[config.mk]
export PLATFORM = sky130hd
export DESIGN_NAME = aes_key_expansion_seq
export DESIGN_NICKNAME = d
export VERILOG_FILES = /design/src/rtl/aes_pkg.sv /design/src/rtl/aes_sbox_word.sv /design/src/rtl/aes_key_expansion_seq.sv
export SDC_FILE = /design/constraint.sdc
export NUM_CORES = 2
export LEC_CHECK = 0
export CAP_MARGIN = 20
export CORE_MARGIN = 2
export CORE_UTILIZATION = 45
export DETAILED_ROUTE_END_ITERATION = 12
export PLACE_DENSITY = 0.59
export SLEW_MARGIN = 40
export SYNTH_ARGS = -nofsm -noshare
export SYNTH_HDL_FRONTEND = slang
export SYNTH_SLANG_ARGS = --single-unit
[constraint.sdc]
create_clock -name clk_i -period 7.45 [get_ports clk_i]
set_clock_uncertainty 0.05 [all_clocks]
set_input_delay 0.745 -clock clk_i [delete_from_list [all_inputs] [get_ports clk_i]]
set_output_delay 0.745 -clock clk_i [all_outputs]
set_load 0.01 [all_outputs]
[src/rtl/aes_pkg.sv]
// Shared AES key-schedule constants and helpers: key-length encoding,
// Nk/Nr/Total lookups, GF(2^8) xtime and the forward S-box table.
package aes_pkg;

  localparam logic [1:0] KEY_LEN_128 = 2'd0;
  localparam logic [1:0] KEY_LEN_192 = 2'd1;
  localparam logic [1:0] KEY_LEN_256 = 2'd2;
  localparam logic [1:0] KEY_LEN_BAD = 2'd3;

  function automatic logic [3:0] nk_of(input logic [1:0] key_len);
    case (key_len)
      KEY_LEN_128: nk_of = 4'd4;
      KEY_LEN_192: nk_of = 4'd6;
      KEY_LEN_256: nk_of = 4'd8;
      default:     nk_of = 4'd0;
    endcase
  endfunction

  function automatic logic [3:0] nr_of(input logic [1:0] key_len);
    case (key_len)
      KEY_LEN_128: nr_of = 4'd10;
      KEY_LEN_192: nr_of = 4'd12;
      KEY_LEN_256: nr_of = 4'd14;
      default:     nr_of = 4'd0;
    endcase
  endfunction

  // Total schedule words, 4*(Nr+1).
  function automatic logic [5:0] total_of(input logic [1:0] key_len);
    case (key_len)
      KEY_LEN_128: total_of = 6'd44;
      KEY_LEN_192: total_of = 6'd52;
      KEY_LEN_256: total_of = 6'd60;
      default:     total_of = 6'd0;
    endcase
  endfunction

  function automatic logic [7:0] xtime(input logic [7:0] b);
    xtime = {b[6:0], 1'b0} ^ (b[7] ? 8'h1b : 8'h00);
  endfunction

  // Byte 0x00 sits in the most significant byte of the flat table.
  localparam logic [2047:0] SBOX_TABLE = {
    128'h637c777bf26b6fc53001672bfed7ab76,
    128'hca82c97dfa5947f0add4a2af9ca472c0,
    128'hb7fd9326363ff7cc34a5e5f171d83115,
    128'h04c723c31896059a071280e2eb27b275,
    128'h09832c1a1b6e5aa0523bd6b329e32f84,
    128'h53d100ed20fcb15b6acbbe394a4c58cf,
    128'hd0efaafb434d338545f9027f503c9fa8,
    128'h51a3408f929d38f5bcb6da2110fff3d2,
    128'hcd0c13ec5f974417c4a77e3d645d1973,
    128'h60814fdc222a908846eeb814de5e0bdb,
    128'he0323a0a4906245cc2d3ac629195e479,
    128'he7c8376d8dd54ea96c56f4ea657aae08,
    128'hba78252e1ca6b4c6e8dd741f4bbd8b8a,
    128'h703eb5664803f60e613557b986c11d9e,
    128'he1f8981169d98e949b1e87e9ce5528df,
    128'h8ca1890dbfe6426841992d0fb054bb16
  };

  function automatic logic [7:0] sbox(input logic [7:0] b);
    sbox = SBOX_TABLE[(255 - int'(b)) * 8 +: 8];
  endfunction

endpackage

[src/rtl/aes_sbox_word.sv]
// Combinational SubWord: the AES S-box applied to each byte of a 32-bit word.
module aes_sbox_word
  import aes_pkg::*;
(
  input  logic [31:0] word_i,
  output logic [31:0] word_o
);

  assign word_o = {sbox(word_i[31:24]), sbox(word_i[23:16]),
                   sbox(word_i[15:8]),  sbox(word_i[7:0])};

endmodule

[src/rtl/aes_key_expansion_seq.sv]
// Sequential AES-128/192/256 key expander: one schedule word per cycle through
// a single shared SubWord unit, results kept in a word store read per round.
module aes_key_expansion_seq
  import aes_pkg::*;
#(
  parameter int MAX_NK = 8,
  parameter int RD_REG = 1
) (
  input  logic         clk_i,
  input  logic         rst_i,
  input  logic         start_i,
  input  logic [1:0]   key_len_i,
  input  logic [255:0] key_i,
  output logic         ready_o,
  output logic         busy_o,
  output logic         done_o,
  output logic         keys_valid_o,
  output logic         err_o,
  output logic [3:0]   nr_o,
  input  logic [3:0]   rd_round_i,
  output logic [127:0] rd_key_o
);

  localparam int DEPTH = 4 * (MAX_NK + 7);
  localparam int IDX_W = $clog2(DEPTH);

  localparam logic [0:0] ST_IDLE   = 1'b0;
  localparam logic [0:0] ST_EXPAND = 1'b1;

  // Handshake: a start is taken on any cycle where start_i && ready_o; while
  // busy, start_i is ignored entirely (no error, no restart).
  logic [0:0]       state_q, state_d;
  logic [IDX_W-1:0] idx_q, idx_d;
  logic [3:0]       mod_q, mod_d;
  logic [7:0]       rcon_q, rcon_d;
  logic [31:0]      temp_q, temp_d;
  logic [3:0]       nk_q, nk_d;
  logic [3:0]       nr_q, nr_d;
  logic [5:0]       total_q, total_d;
  logic             keys_valid_q, keys_valid_d;
  logic             done_q, done_d;
  logic             err_q, err_d;
  logic [31:0]      mem_q [DEPTH];
  logic [31:0]      mem_d [DEPTH];

  logic [3:0]       nk_new;
  logic             start_ok;
  logic [31:0]      sub_in, sub_out, f_word, old_word, new_word;
  logic             last_word;

  assign nk_new   = nk_of(key_len_i);
  assign start_ok = (key_len_i != KEY_LEN_BAD) && (int'(nk_new) <= MAX_NK);

  // RotWord is only needed on the i mod Nk == 0 step; otherwise temp feeds SubWord directly.
  assign sub_in = (mod_q == 4'd0) ? {temp_q[23:0], temp_q[31:24]} : temp_q;

  aes_sbox_word u_sbox_word (
    .word_i (sub_in),
    .word_o (sub_out)
  );

  always_comb begin
    f_word = temp_q;
    if (mod_q == 4'd0) begin
      f_word = sub_out ^ {rcon_q, 24'h000000};
    end else if (nk_q == 4'd8 && mod_q == 4'd4) begin
      f_word = sub_out;
    end
  end

  assign old_word  = mem_q[idx_q - IDX_W'(nk_q)];
  assign new_word  = old_word ^ f_word;
  assign last_word = (idx_q == IDX_W'(total_q - 6'd1));

  always_comb begin
    state_d      = state_q;
    idx_d        = idx_q;
    mod_d        = mod_q;
    rcon_d       = rcon_q;
    temp_d       = temp_q;
    nk_d         = nk_q;
    nr_d         = nr_q;
    total_d      = total_q;
    keys_valid_d = keys_valid_q;
    done_d       = 1'b0;
    err_d        = 1'b0;
    mem_d        = mem_q;
    if (state_q == ST_IDLE) begin
      if (start_i) begin
        if (start_ok) begin
          for (int k = 0; k < 8; k++) begin
            if (k < int'(nk_new)) mem_d[k] = key_i[255 - 32*k -: 32];
            if (k == int'(nk_new) - 1) temp_d = key_i[255 - 32*k -: 32];
          end
          state_d      = ST_EXPAND;
          idx_d        = IDX_W'(nk_new);
          mod_d        = 4'd0;
          rcon_d       = 8'h01;
          nk_d         = nk_new;
          nr_d         = nr_of(key_len_i);
          total_d      = total_of(key_len_i);
          keys_valid_d = 1'b0;
        end else begin
          err_d = 1'b1;
        end
      end
    end else begin
      mem_d[idx_q] = new_word;
      temp_d       = new_word;
      if (mod_q == 4'd0) rcon_d = xtime(rcon_q);
      mod_d = (mod_q == nk_q - 4'd1) ? 4'd0 : mod_q + 4'd1;
      idx_d = idx_q + IDX_W'(1);
      if (last_word) begin
        state_d      = ST_IDLE;
        done_d       = 1'b1;
        keys_valid_d = 1'b1;
      end
    end
  end

  always_ff @(posedge clk_i) begin
    if (rst_i) begin
      state_q      <= ST_IDLE;
      idx_q        <= '0;
      mod_q        <= '0;
      rcon_q       <= 8'h01;
      temp_q       <= '0;
      nk_q         <= '0;
      nr_q         <= '0;
      total_q      <= '0;
      keys_valid_q <= 1'b0;
      done_q       <= 1'b0;
      err_q        <= 1'b0;
    end else begin
      state_q      <= state_d;
      idx_q        <= idx_d;
      mod_q        <= mod_d;
      rcon_q       <= rcon_d;
      temp_q       <= temp_d;
      nk_q         <= nk_d;
      nr_q         <= nr_d;
      total_q      <= total_d;
      keys_valid_q <= keys_valid_d;
      done_q       <= done_d;
      err_q        <= err_d;
    end
  end

  // The store keeps its contents across reset; keys_valid_o says whether they mean anything.
  always_ff @(posedge clk_i) begin
    mem_q <= mem_d;
  end

  logic [IDX_W-1:0] rd_base;
  logic [127:0]     rd_key_d;

  assign rd_base  = IDX_W'({rd_round_i, 2'b00});
  assign rd_key_d = (rd_round_i > nr_q) ? 128'h0 :
                    {mem_q[rd_base],               mem_q[rd_base + IDX_W'(1)],
                     mem_q[rd_base + IDX_W'(2)],   mem_q[rd_base + IDX_W'(3)]};

  if (RD_REG != 0) begin : g_rd_reg
    logic [127:0] rd_key_q;
    always_ff @(posedge clk_i) begin
      if (rst_i) rd_key_q <= '0;
      else       rd_key_q <= rd_key_d;
    end
    assign rd_key_o = rd_key_q;
  end else begin : g_rd_comb
    assign rd_key_o = rd_key_d;
  end

  assign ready_o      = (state_q == ST_IDLE);
  assign busy_o       = (state_q == ST_EXPAND);
  assign done_o       = done_q;
  assign keys_valid_o = keys_valid_q;
  assign err_o        = err_q;
  assign nr_o         = nr_q;

endmodule

==> impl_metrics.json <==
{
  "post-cts-setup-buffers": 0,
  "synth-warning-count": 0,
  "grt_busiest_layer": "met2",
  "drt_drc_violations_left": 0,
  "fmax_ghz": 0.1530,
  "synthesis.area_per_instance_um2": 14.77,
  "reg2regPathDepth": 17,
  "cts_buffers": 205,
  "synth_top_family_by_area": "multiplexers",
  "drv.max_cap_violation_count": 0,
  "via_count": 87970,
  "min_from": "rst_i",
  "worstPathMaxFanout": 52,
  "layout.cells.most_common_list": "sky130_fd_sc_hd__edfxtp_1, sky130_fd_sc_hd__mux4_2, sky130_fd_sc_hd__nand2_1",
  "worst_skew_pair.late_latency_ps": 900,
  "synth_nets": 8120,
  "power_frac_clock_pct": 24.4,
  "dpl.hpwl_um": 360700,
  "layout.filler_cells": 20710,
  "avgViaCountPerCell": 7.555,
  "hold_end": "temp_q[22]",
  "cts.root.buffer_cell": "sky130_fd_sc_hd__clkbuf_16",
  "worstPathArrival_ps": 7050,
  "wl_um": 546800,
  "power.switching_mw": 17.24,
  "number_of_antenna_violations_at_the_first_check_in_global_routing": 28,
  "dieArea_um2": 260000,
  "worst_hold_path_type": "in2reg",
  "timing.critical_path.to_type": "flop",
  "post_drt_wl_per_cell_um": 46.96,
  "finalWeightedCongestion": 1.040,
  "finalSetupViolCount": 0,
  "internal_power_mw": 27.73,
  "relSlewSlack_pct": 34.42,
  "synth.cell_area_um2": 115200,
  "die_width_um": 509.9,
  "ant_nets": 0,
  "r2r_setup_slack_ps": 910,
  "use_met1_pct": 54.09,
  "number_of_nets_in_the_layout": 8404,
  "cts_resized": 0,
  "die_height_um": 509.9,
  "num_io_pins": 402,
  "rr_startpoint": "mod_q[1]",
  "portBuffers": 400,
  "timing.critical_path.required_ps": 7970,
  "post_cts_hold_buffer_count": 0,
  "rsz0062_at_grt": "no",
  "power.combinational.fraction_pct": 37.6,
  "synth_compound_gate_area_share_pct": 11.31,
  "dp.cells": 11240,
  "leakage_nw": 41.87,
  "first_global_vias": 84160,
  "final_common_cell": "sky130_fd_sc_hd__edfxtp_1",
  "ys_types": 112,
  "synth-seq-area-share_pct": 53.32,
  "cts.htree.levels": 4,
  "hold_vio_cnt_final": 0,
  "power_density_nw_per_um2": 339.7,
  "post_synthesis_share_of_cell_area_spent_on_full_adders_half_adders_and_majority_gates_pct": 0.6365,
  "final_max_slew_viol_count": 0,
  "clk_pin_slew_worst_paths_ps": 70,
  "layout_setup_ws_ps": 913.9,
  "run_status": "complete, no violations",
  "worstSetupStartpoint": "mod_q[1]",
  "async_reset_ff_share_pct": 0,
  "muxShareOfSynthArea_pct": 24.95,
  "globalRouteOverflowTotal": 0,
  "grt_use_met2_pct": 60.24,
  "grt_pass1_wl_um": 734800,
  "power.switching_fraction_pct": 38.33,
  "post_synth_and_or_nand_nor_area_fraction_pct": 5.705,
  "synth-edff-count": 1920,
  "clockBufferDepth": 3,
  "grt.total_usage_pct": 41.52,
  "pin_count_of_the_biggest_net_entering_global_routing": 137,
  "worst_setup_path_start_kind": "flop",
  "synthesized_instance_count": 7797,
  "number_of_standard_cell_rows_in_the_floorplan": 185,
  "cts.sink_count": 2108,
  "core_um2": 254400,
  "floorplan.initialDensity_pct": 45.28,
  "place_ws_ps": 1099,
  "post-route-period-util_pct": 87.73,
  "drt_pass1_iterations": 7,
  "synth-xor-area-share_pct": 0.7897,
  "share_seq_of_total_power_pct": 38.0,
  "total_negative_slack_ps": 0,
  "finalNonFillerCells": 11640,
  "dominantRegCellSynth": "sky130_fd_sc_hd__edfxtp_1",
  "kind_of_critical_path": "reg2reg",
  "met3_usage_pct": 14.92,
  "first_iter_violations": 15860,
  "final_layout_size_suffix_gt1_share_pct": 27.00,
  "syn2layout_area_growth_pct": 14.92,
  "worst_slew_pin_slew_ps": 983.7,
  "max-vdd-ir-drop_mv": 0.2786,
  "timing.final.crit_period_ps": 6536,
  "min_path_cells": 2,
  "ys_seq_elements": 2108,
  "cts_tree": "done",
  "crit-reg2reg-capture": "mem_q[218]"
}
-- logic make-up (layout without fill, tap and decap cells) --
| family | after synthesis | count (layout) |
|---|---|---|
| other | 1 | 20 |
| adder cells (fa/ha/maj) | 58 | 58 |
| XOR/XNOR | 79 | 79 |
| AO/OA/AOI/OAI | 1825 | 1825 |
| multiplexers | 1458 | 1458 |
| flip-flops | 2108 | 2108 |
| AND/OR/NAND/NOR | 1401 | 1401 |
| buffers and inverters | 867 | 1329 |
-- critical path: stages (launching register included) --
cell and delay (ps):
sky130_fd_sc_hd__dfxtp_1 400, sky130_fd_sc_hd__inv_1 100, sky130_fd_sc_hd__ha_1 330, sky130_fd_sc_hd__or3b_4 790, sky130_fd_sc_hd__mux2_4 450, sky130_fd_sc_hd__inv_1 230, sky130_fd_sc_hd__ha_1 510, sky130_fd_sc_hd__nand2b_1 170
sky130_fd_sc_hd__mux2i_1 150, sky130_fd_sc_hd__or3_1 400, sky130_fd_sc_hd__a221oi_1 410, sky130_fd_sc_hd__o22ai_1 170, sky130_fd_sc_hd__a221oi_2 670, sky130_fd_sc_hd__xnor2_1 210, sky130_fd_sc_hd__o221ai_2 160, sky130_fd_sc_hd__xnor2_2 460
sky130_fd_sc_hd__inv_1 120, sky130_fd_sc_hd__buf_4 300
-- power groups by stage --
stage	clock network [mW]	registers, mW	logic, mW
floorplan	0	17.2	9.06
global placement	0	17.3	16.1
detailed placement	0	17.3	16.1
CTS	11.0	17.0	16.1
global route	11.5	17.1	17.4
finish	11.0	17.1	16.9
-- layout make-up --
cell class	instances	area, um^2	share of cell area [%]
Sequential cell	2108	61430	46.41
Multi-Input combinational cell	4822	50960	38.50
Timing Repair Buffer	859	8373	6.325
Clock buffer	257	5529	4.177
Tap cell	3366	4212	3.182
Clock inverter	128	1493	1.128
Inverter	85	327.8	0.2476
Antenna cell	19	47.55	0.03592
-- worst max path at each step --
stage | end | slack, ps | cells past startpoint
floorplan | mem_q[1008] | 1570 | 19
global placement | mem_q[434] | 1050 | 17
detailed placement | mem_q[538] | 1100 | 17
CTS | mem_q[634] | 1030 | 17
global route | mem_q[634] | 620 | 17
finish | mem_q[218] | 910 | 17
-- sequential cells by signal, indices dropped and copies added (netlist names) --
| register | flops |
|---|---|
| done_o | 1 |
| rcon_q | 8 |
| busy_o | 1 |
| keys_valid_o | 1 |
| mem_q | 1920 |
| rd_key_o | 128 |
| mod_q | 4 |
| nr_o | 2 |
| temp_q | 32 |
| idx_q | 6 |
| nk_q | 3 |
| total_q | 1 |
| err_o | 1 |
-- routing by layer --
metal | part of all wire [%] | wire, um | vias up
met3 | 15 | 80210 | 1693
met4 | 7.0 | 38310 | 12
met5 | 0.016 | 89 | -
li1 | - | - | 32940
met2 | 43 | 234400 | 7928
met1 | 35 | 193800 | 45400
-- synthesized netlist by cell type, types with 39 or more instances --
master | n | area, um^2
sky130_fd_sc_hd__o22ai_1 | 158 | 988.5
sky130_fd_sc_hd__edfxtp_1 | 1920 | 57660
sky130_fd_sc_hd__nor2_1 | 345 | 1295
sky130_fd_sc_hd__o221ai_1 | 39 | 341.6
sky130_fd_sc_hd__mux2i_1 | 254 | 2542
sky130_fd_sc_hd__nor3_1 | 87 | 435.4
sky130_fd_sc_hd__o21ai_0 | 287 | 1436
sky130_fd_sc_hd__nand2_1 | 489 | 1836
sky130_fd_sc_hd__clkbuf_1 | 443 | 1663
sky130_fd_sc_hd__buf_2 | 186 | 930.9
sky130_fd_sc_hd__a21oi_1 | 306 | 1531
sky130_fd_sc_hd__nor2b_1 | 161 | 1007
sky130_fd_sc_hd__ha_1 | 57 | 713.2
sky130_fd_sc_hd__mux4_2 | 1106 | 24910
sky130_fd_sc_hd__nand3_1 | 104 | 520.5
sky130_fd_sc_hd__a221oi_1 | 70 | 613.1
sky130_fd_sc_hd__a31oi_1 | 65 | 406.6
sky130_fd_sc_hd__inv_1 | 77 | 289.0
sky130_fd_sc_hd__mux2_2 | 69 | 777.0
sky130_fd_sc_hd__a211oi_1 | 108 | 810.8
sky130_fd_sc_hd__dfxtp_1 | 188 | 3764
sky130_fd_sc_hd__o2bb2ai_1 | 252 | 2207
sky130_fd_sc_hd__o211ai_1 | 123 | 923.4
sky130_fd_sc_hd__nand2b_1 | 42 | 262.8
sky130_fd_sc_hd__buf_1 | 100 | 375.4
-- per-stage QoR --
step                      utilization, %  total power, mW  area, um^2  hold slack, ps
after floorplan                        -            26.28      115200           386.3
after global placement             48.91            33.36      124400           392.3
after detailed placement           49.20            33.40      125200           398.3
after CTS                          51.96            44.19      132200           205.6
after global routing               52.02            45.94      132300           238.6
final                              52.04            44.97      132400           266.5
(Power assumes the default switching activity.)
